===== src/rtl/ecpeta_pkg.sv =====
// Shared types and helpers for the ECPETA approximate-adder arbiter:
// FSM encodings, the ECPETA sum function and the round-robin search.
package ecpeta_pkg;

    localparam int unsigned MAXW    = 64;
    localparam int unsigned RR_MAXN = 32;

    localparam logic ST_EMPTY = 1'b0;
    localparam logic ST_FULL  = 1'b1;

    // ECPETA sum of n-bit operands (zero-extended to MAXW); k is the exact upper width
    function automatic logic [MAXW-1:0] ecpeta_sum(input logic [MAXW-1:0] a,
                                                   input logic [MAXW-1:0] b,
                                                   input int unsigned     n,
                                                   input int unsigned     k);
        logic [MAXW-1:0] o;
        logic [MAXW-1:0] g;
        logic [MAXW-1:0] s;
        logic [MAXW-1:0] hi;
        logic [MAXW-1:0] n_mask;
        logic            cin;
        logic            t;
        int              l;
        l   = int'(n) - int'(k);
        o   = a | b;
        g   = a & b;
        s   = '0;
        cin = g[6'(l-1)] | g[6'(l-2)];
        s[6'(l-1)] = o[6'(l-1)] & ~cin;
        s[6'(l-2)] = o[6'(l-2)];
        s[6'(l-3)] = o[6'(l-3)] | g[6'(l-2)];
        t = g[6'(l-2)] | g[6'(l-3)];
        // Sticky propagate chain: once any generate is seen, all lower bits saturate
        for (int i = int'(MAXW) - 1; i >= 1; i--) begin
            if (i <= l - 4) begin
                s[6'(i)] = o[6'(i)] | t;
                t        = t | g[6'(i)];
            end
        end
        s[0]   = o[0] | t;
        hi     = ((a >> l) + (b >> l) + MAXW'(cin)) << l;
        n_mask = (n >= MAXW) ? '1 : ((MAXW'(1) << n) - MAXW'(1));
        return (hi | s) & n_mask;
    endfunction

    // Returns {found, index}: first valid at or after ptr, wrapping modulo nreq
    function automatic logic [5:0] rr_next(input logic [4:0]         ptr,
                                           input logic [RR_MAXN-1:0] valid,
                                           input int unsigned        nreq);
        logic       found;
        logic [4:0] idx;
        int         j;
        found = 1'b0;
        idx   = '0;
        for (int unsigned off = 0; off < RR_MAXN; off++) begin
            j = int'(ptr) + int'(off);
            if (j >= int'(nreq)) j = j - int'(nreq);
            if ((off < nreq) && !found && valid[5'(j)]) begin
                found = 1'b1;
                idx   = 5'(j);
            end
        end
        return {found, idx};
    endfunction

endpackage


===== src/rtl/ecpeta_core.sv =====
// Combinational ECPETA approximate adder: approximate lower N-K bits,
// exact ripple-carry upper K bits with a predicted carry-in.
module ecpeta_core
    import ecpeta_pkg::*;
#(
    parameter int unsigned N = 16,
    parameter int unsigned K = 8
) (
    input  logic [N-1:0] a,
    input  logic [N-1:0] b,
    output logic [N-1:0] s_c
);

    assign s_c = N'(ecpeta_sum(MAXW'(a), MAXW'(b), N, K));

endmodule


===== src/rtl/ecpeta_arbiter.sv =====
// Round-robin arbiter sharing one ECPETA adder among NREQ requesters, with a
// registered result stage. Define ECPETA_ERR_MON_EN to add the error monitor.
module ecpeta_arbiter
    import ecpeta_pkg::*;
#(
    parameter int unsigned N    = 16,
    parameter int unsigned K    = 8,
    parameter int unsigned NREQ = 4
) (
    input  logic                    clk,
    input  logic                    rst_n,
    input  logic [NREQ-1:0]         req_valid,
    output logic [NREQ-1:0]         req_ready,
    input  logic [NREQ*N-1:0]       req_a,
    input  logic [NREQ*N-1:0]       req_b,
    output logic                    rsp_valid,
    input  logic                    rsp_ready,
    output logic [N-1:0]            rsp_sum,
    output logic [$clog2(NREQ)-1:0] rsp_id,
    output logic                    busy
`ifdef ECPETA_ERR_MON_EN
    ,
    input  logic                    err_clr,
    output logic [31:0]             err_cnt,
    output logic [N-1:0]            err_max,
    output logic [N-1:0]            rsp_err
`endif
);

    localparam int unsigned IDW = $clog2(NREQ);

    logic            state_q, state_d;
    logic [IDW-1:0]  ptr_q, ptr_d;
    logic [N-1:0]    rsp_sum_q, rsp_sum_d;
    logic [IDW-1:0]  rsp_id_q, rsp_id_d;

    logic            free_c;
    logic            found_c;
    logic            accept_c;
    logic [5:0]      rr_c;
    logic [IDW-1:0]  grant_id_c;
    logic [N-1:0]    a_sel_c, b_sel_c, approx_c;
    logic [NREQ-1:0] req_ready_c;

    assign free_c     = (state_q == ST_EMPTY) | rsp_ready;
    assign rr_c       = rr_next(5'(ptr_q), RR_MAXN'(req_valid), NREQ);
    assign found_c    = rr_c[5];
    assign grant_id_c = IDW'(rr_c[4:0]);
    assign accept_c   = free_c & found_c;

    // Operand mux and one-hot grant
    always_comb begin
        a_sel_c     = '0;
        b_sel_c     = '0;
        req_ready_c = '0;
        for (int unsigned i = 0; i < NREQ; i++) begin
            if (grant_id_c == IDW'(i)) begin
                a_sel_c        = req_a[i*N +: N];
                b_sel_c        = req_b[i*N +: N];
                req_ready_c[i] = accept_c;
            end
        end
    end

    ecpeta_core #(.N(N), .K(K)) u_core (
        .a   (a_sel_c),
        .b   (b_sel_c),
        .s_c (approx_c)
    );

    // State register
    always_ff @(posedge clk or negedge rst_n) begin
        if (!rst_n) state_q <= ST_EMPTY;
        else        state_q <= state_d;
    end

    // Next-state logic
    always_comb begin
        state_d = state_q;
        case (state_q)
            ST_EMPTY: if (accept_c) state_d = ST_FULL;
            ST_FULL:  if (rsp_ready) state_d = accept_c ? ST_FULL : ST_EMPTY;
            default:  state_d = ST_EMPTY;
        endcase
    end

    // Datapath next values
    always_comb begin
        ptr_d     = ptr_q;
        rsp_sum_d = rsp_sum_q;
        rsp_id_d  = rsp_id_q;
        if (accept_c) begin
            rsp_sum_d = approx_c;
            rsp_id_d  = grant_id_c;
            ptr_d     = (grant_id_c == IDW'(NREQ - 1)) ? '0 : grant_id_c + IDW'(1);
        end
    end

    always_ff @(posedge clk or negedge rst_n) begin
        if (!rst_n) begin
            ptr_q     <= '0;
            rsp_sum_q <= '0;
            rsp_id_q  <= '0;
        end else begin
            ptr_q     <= ptr_d;
            rsp_sum_q <= rsp_sum_d;
            rsp_id_q  <= rsp_id_d;
        end
    end

    assign req_ready = req_ready_c;
    assign rsp_valid = (state_q == ST_FULL);
    assign rsp_sum   = rsp_sum_q;
    assign rsp_id    = rsp_id_q;
    assign busy      = rsp_valid | (|req_valid);

`ifdef ECPETA_ERR_MON_EN
    logic [N-1:0]  exact_c, diff_c;
    logic [31:0]   err_cnt_q, err_cnt_d;
    logic [N-1:0]  err_max_q, err_max_d;
    logic [N-1:0]  rsp_err_q, rsp_err_d;

    assign exact_c = a_sel_c + b_sel_c;
    assign diff_c  = (exact_c >= approx_c) ? exact_c - approx_c : approx_c - exact_c;

    // Clear takes priority over a coincident accept
    always_comb begin
        err_cnt_d = err_cnt_q;
        err_max_d = err_max_q;
        rsp_err_d = rsp_err_q;
        if (accept_c) rsp_err_d = diff_c;
        if (err_clr) begin
            err_cnt_d = '0;
            err_max_d = '0;
        end else if (accept_c) begin
            if ((diff_c != '0) && (err_cnt_q != '1)) err_cnt_d = err_cnt_q + 32'd1;
            if (diff_c > err_max_q) err_max_d = diff_c;
        end
    end

    always_ff @(posedge clk or negedge rst_n) begin
        if (!rst_n) begin
            err_cnt_q <= '0;
            err_max_q <= '0;
            rsp_err_q <= '0;
        end else begin
            err_cnt_q <= err_cnt_d;
            err_max_q <= err_max_d;
            rsp_err_q <= rsp_err_d;
        end
    end

    assign err_cnt = err_cnt_q;
    assign err_max = err_max_q;
    assign rsp_err = rsp_err_q;
`endif

endmodule


===== config.mk =====
export PLATFORM = sky130hd
export DESIGN_NAME = ecpeta_arbiter
export DESIGN_NICKNAME = d
export VERILOG_FILES = /design/src/rtl/ecpeta_pkg.sv /design/src/rtl/ecpeta_core.sv /design/src/rtl/ecpeta_arbiter.sv
export SDC_FILE = /design/constraint.sdc
export NUM_CORES = 1
export LEC_CHECK = 0
export BUFFER_PORTS_ARGS = -buffer_cell sky130_fd_sc_hd__buf_4
export CAP_MARGIN = 20
export CORE_MARGIN = 4
export CORE_UTILIZATION = 23
export CTS_BUF_LIST = sky130_fd_sc_hd__clkbuf_16
export DETAILED_ROUTE_END_ITERATION = 8
export GPL_TIMING_DRIVEN = 0
export PLACE_DENSITY = 0.59
export SETUP_SLACK_MARGIN = 0.3
export SLEW_MARGIN = 20
export SYNTH_ARGS = -nofsm -noshare
export SYNTH_HDL_FRONTEND = slang
export SYNTH_SLANG_ARGS = --single-unit

===== constraint.sdc =====
create_clock -name clk -period 6.3 [get_ports clk]
set_input_delay 1.26 -clock clk [delete_from_list [all_inputs] [get_ports clk]]
set_output_delay 1.26 -clock clk [all_outputs]
set_load 0.03 [all_outputs]

# Yosys cells after proc, flatten, opt, wreduce, memory -nomap -nowiden

Index checks and enable logic that the tools add are counted.

Bitwise gates (word level): 21
Equality and inequality tests: 3
Multiplexer cells: 40
Reductions and logical operators: 8
Add/subtract/negate cells: 10
Magnitude comparators: 8

Operators with widths:

| cell                                                                   | number |
|---|---|
| 16-bit 2-to-1 mux                                                      | 8 |
| 5-bit by 7-bit < comparator with 1-bit output (second input constant)  | 4 |
| 1-bit binary-select mux with 5-bit select                              | 4 |
| 5-bit 2-to-1 mux                                                       | 4 |
| 1-bit 2-to-1 mux                                                       | 18 |
| 16-bit by 8-bit bitwise OR with 16-bit output                          | 1 |
| 1-bit bitwise OR                                                       | 14 |
| 3-bit by 3-bit subtractor with 4-bit output (second input constant)    | 3 |
| 2-bit 2-to-1 mux                                                       | 5 |
| 3-bit >= comparator (second input constant)                            | 3 |
| 8-bit by 1-bit adder with 8-bit output                                 | 1 |
| 8-bit adder                                                            | 1 |
| 8-bit AND                                                              | 1 |
| 8-bit bitwise OR                                                       | 1 |
| 2-bit by 2-bit adder with 3-bit output (second input constant)         | 2 |
| 2-bit == test (second input constant)                                  | 2 |
| 4-bit OR reduction                                                     | 1 |
| 2-bit by 3-bit subtractor with 4-bit output (second input constant)    | 1 |
| 2-bit by 1-bit adder with 3-bit output (second input constant)         | 1 |
| 2-bit by 3-bit >= comparator with 1-bit output (second input constant) | 1 |
| 1-bit logical AND                                                      | 3 |
| 1-bit zero test                                                        | 3 |
| 2-bit by 1-bit adder with 2-bit output (second input constant)         | 1 |
| 1-bit AND                                                              | 2 |
| other kinds (4)                                                        | 5 |

Output and inout port bits: 24
Word-level logic and storage cells: 94
Register bits: 21
Bits of input ports: 135

# Depth between registers and ports, before layout

Depth after elaboration: 28
Gate-level depth with buffers: 25

# Hierarchy

From an unflattened synthesis, not the netlist that was laid out.

Cell total of the unflattened synthesis: 405
Area total of the unflattened synthesis: 3,131.8 um^2

By module, submodules not included:

| module         | sequential area each (um^2) | area each (um^2) | cells each | instances |
|---|---|---|---|---|
| ecpeta_arbiter | 525.5                       | 2,693.8          | 343        | 1 |
| ecpeta_core    | 0.0                         | 437.9            | 62         | 1 |

# Least setup slack after synthesis

No wires, ideal clock.

Path type: input-to-reg
From: input port req_valid[3]
To: register rsp_sum_q[14], in the netlist rsp_sum[14]
Path slack: 0.790 ns
Data required time: 6.175 ns
Data arrival time: 5.385 ns
Buffers on the path: 3
Cell stages on the path: 21
Cell sequence: mux4_2 a31oi_4 nand2_1 o221ai_1 inv_1 ha_1 nor2b_1 buf_2 buf_2 buf_1 a22oi_1 nor2_1 a21oi_1 o21ai_0 fa_1 fa_1 a211oi_1 o21bai_1 a21oi_1 xnor2_1 mux2_4

Longest elaborated chain between the ends: 22

RTL lines:

| what                                                | RTL line              | RTL |
|---|---|---|
| start, declared                                     | ecpeta_arbiter.sv:12  | `input logic [NREQ-1:0] req_valid,` |
| 1-bit binary-select mux with 5-bit select           | ecpeta_pkg.sv:58      | `if ((off < nreq) && !found && valid[5'(j)]) begin` |
| 1-bit 2-to-1 mux (implied by the code) (2 in a row) | ecpeta_pkg.sv:58      |  |
| 1-bit 2-to-1 mux                                    | ecpeta_pkg.sv:58      |  |
| 1-bit zero test                                     | ecpeta_pkg.sv:58      |  |
| 1-bit logical AND                                   | ecpeta_pkg.sv:58      |  |
| 1-bit 2-to-1 mux                                    | ecpeta_pkg.sv:58      |  |
| 1-bit zero test                                     | ecpeta_pkg.sv:58      |  |
| 1-bit logical AND                                   | ecpeta_pkg.sv:58      |  |
| 1-bit 2-to-1 mux                                    | ecpeta_pkg.sv:58      |  |
| 1-bit zero test                                     | ecpeta_pkg.sv:58      |  |
| 1-bit logical AND                                   | ecpeta_pkg.sv:58      |  |
| 2-bit 2-to-1 mux *                                  | ecpeta_pkg.sv:58      |  |
| via grant_id_c[1]                                   | ecpeta_arbiter.sv:41  | `logic [IDW-1:0] grant_id_c;` |
| branches (longest 7 deep; another with 8-bit adder) | -                     |  |
| 8-bit by 1-bit adder with 8-bit output *            | ecpeta_pkg.sv:41      | `hi = ((a >> l) + (b >> l) + MAXW'(cin)) << l;` |
| 16-bit by 8-bit bitwise OR with 16-bit output *     | ecpeta_pkg.sv:43      | `return (hi \| s) & n_mask;` |
| end signal, assigned                                | ecpeta_arbiter.sv:106 | `rsp_sum_q <= rsp_sum_d;` |
| end, declared                                       | ecpeta_arbiter.sv:34  | `logic [N-1:0] rsp_sum_q, rsp_sum_d;` |

Mark *: on every way through the listed nets, which the timed path passes. The select of a mux whose other input is x is not followed.
A chain may end at the register's enable or synchronous reset.

# Worst setup path after layout

Same ends and word-level chain as after synthesis.

==> out/qor.yml <==
status: "completed"
path_clk_slew_ns: 0.06
port_buffers: 158
gp_congestion: 0.8306
holdPathEnd: "rsp_sum[14]$_DFFE_PN0P_"
layout_common_cells: "160 x buf_4, 33 x nor2_1, 30 x a21oi_1"
first_pass_iters: 4
cts_buffer_depth: 2
hold_viol: 0
slew_headroom_pct: 50.05
cts-htree-levels: 1
clkLatencyLatePin_ns: 0.26
synth_area_leaders: "dfrtp_1 21%, ha_1 7.6%, a21oi_1 6.1%, nor2_1 5.2%, a22oi_1 4.9%"
worst_setup_path_start_kind: "input port"
antenna_found_initial: 0
slew_violations: 0
cap_violations: 0
required_ns: 6.44
worstSetupPathType: "in2reg"
areaGrowthSynthToFinish_pct: 60.77
ys.flop_type: "dfrtp_1"
clock_skew_ns: 0.005947
syn-num-nets: 459
synthCells: 307
nets: 624
hold_depth: 1
pre_cts_ws_ns: -0.1242
syn_area_um2: 2469
grt_max_degree: 22
start_util_pct: 23.81
die_h_um: 111.6
layout_setup_ws_ns: 0.5950
rr_startpoint: "ptr_q[1]$_DFFE_PN0P_"
yosys.area_share.simple_pct: 17.54
fin_crit_ns: 5.705
cp.arrival_ns: 5.84
hold_path_startpoint: "rsp_sum[14]$_DFFE_PN0P_"
grt_pass1_wl_um: 15520
cts_root_buf: "clkbuf_16"
vias: 2965
drt_wl_total_um: 10020
r2r_cells: 22
hold_path.class: "reg2reg"
nFillCells: 1133
yosysWarnings: 0
drive_gt1_share_pct: 43.74
synth_compound_area_share_pct: 33.05
diodes: 0
hold_ws_ns: 0.5230
worst-slew-pin-transition_ns: 0.7304
clock_sinks: 21
wl_per_cell_um: 16.51
die_area_um2: 12450
drc: 0
muxShareOfSynthArea_pct: 8.819
synth_cell_types: 50
reg2reg_slack_ns: 0.95
final_antenna_net_count: 0
rsz0062_at_grt: "yes"
hpwl_um: 8522
synth_edf_count: 0
grt.overflow.total: 0
core_um2: 10370
place_inst: 601
finalCritPeriodShare_pct: 90.56
postSynth.asyncResetShare_pct: 100.0
ys_seq_area_share_pct: 21.29
synth_xor_xnor_area_share_pct: 4.257
cts_tree: "built"
yosysTopAreaCell: "dfrtp_1"
synth-seq-cells: 21
grt_usage_pct: 15.36
synth_top_area_share_pct: 21.29
final_common_cell: "buf_4"
die_x_um: 111.6
layout.cells.non_filler: 607
synth_top_family_by_area: "compound AO/OA/AOI/OAI gates"
endpoint_kind: "flip-flop"
avgSynthCellArea_um2: 8.041
numCtsBuffers: 3
path_max_fanout: 10
vias_per_cell: 4.885
synth_fa_ha_area_share_pct: 9.225
core.rowCount: 37
finalSetupViolations: 0
drt_iter0_markers: 137
max_freq_ghz: 0.1753
first_global_vias: 3071
ios: 159
worstReg2RegEnd: "rsp_sum[14]$_DFFE_PN0P_"
[synthesized netlist by cell type (all sizes together), types with 6 or more instances]
cell type	n
nor2	34
a21oi	30
nand2	23
dfrtp	21
o21ai	20
a22oi	16
ha	15
mux2	13
clkbuf	12
buf	11
a221oi	9
inv	9
nand3	8
a31oi	7
xnor2	7
a221o	6
nor2b	6
o22ai	6
[cell families after synthesis]
logic type      after synthesis
mux                          15
xor+xnor                     12
buf+inv                      32
fa+ha+maj                    17
flops                        21
simple gates                 94
compound gates              116
[worst max-delay path, stage by stage]
cell and delay, ns:
buf_4 0.12, mux4_2 0.56, a31oi_4 0.21, nand2_2 0.11, o221ai_4 0.27, inv_1 0.10
ha_2 0.24, nor2b_1 0.14, buf_2 0.18, buf_2 0.20, buf_2 0.20, a22oi_1 0.19
nor2_1 0.07, a21oi_1 0.14, o21ai_0 0.14, fa_2 0.43, fa_2 0.38, a211oi_1 0.26
o21bai_1 0.12, a21oi_1 0.18, xnor2_1 0.08, mux2_4 0.25
[sequential cells by signal, indices dropped and copies added, names as in the netlist]
| name | count |
|---|---|
| rsp_sum | 16 |
| ptr_q | 2 |
| rsp_id | 2 |
| rsp_valid | 1 |
[through the flow]
step,instance area [um^2],TNS [ns],utilization [%]
after floorplan,2469,0,-
after global placement,3825,-0.03083,36.88
after detailed placement,3825,-0.2083,36.88
after CTS,3914,0,37.74
after global routing,3969,0,38.27
final,3969,0,38.27
[cell type report]
class	count	area (um^2)	area share [%]
sequential	21	525.5	13.24
buffer	23	115.1	2.900
clock inverter	1	5.005	0.1261
multi-input combinational	254	1843	46.44
clock buffer	3	75.07	1.892
timing repair buffer	160	1201	30.26
inverter	9	33.78	0.8512
tap	136	170.2	4.288
[how the worst max path moves through the flow]
| stage | from | to |
|---|---|---|
| after floorplan | req_valid[3] | rsp_sum[14]$_DFFE_PN0P_ |
| after global placement | req_valid[3] | rsp_sum[15]$_DFFE_PN0P_ |
| after detailed placement | req_valid[3] | rsp_sum[14]$_DFFE_PN0P_ |
| after CTS | req_valid[3] | rsp_sum[14]$_DFFE_PN0P_ |
| after global routing | req_valid[3] | rsp_sum[14]$_DFFE_PN0P_ |
| final | req_valid[3] | rsp_sum[14]$_DFFE_PN0P_ |
[timing repair]
item,in CTS,in global routing
gates resized for setup,3,14
buffers inserted,0,2
hold buffers,0,0
pin swaps,1,1
endpoints found under the setup margin,2,4
[layer usage]
| metal | vias to the layer above | track usage, % | wire length, um |
|---|---|---|---|
| met1 | 1349 | 20.72 | 4429 |
| met3 | 10 | 2.446 | 699 |
| li1 | 1480 | - | - |
| met5 | - | 0 | 0 |
| met2 | 126 | 25.89 | 4766 |
| met4 | 0 | 3.406 | 125 |
Power is not shown: default switching activity piles up to over one toggle a cycle in this logic, so the estimate is an artifact.
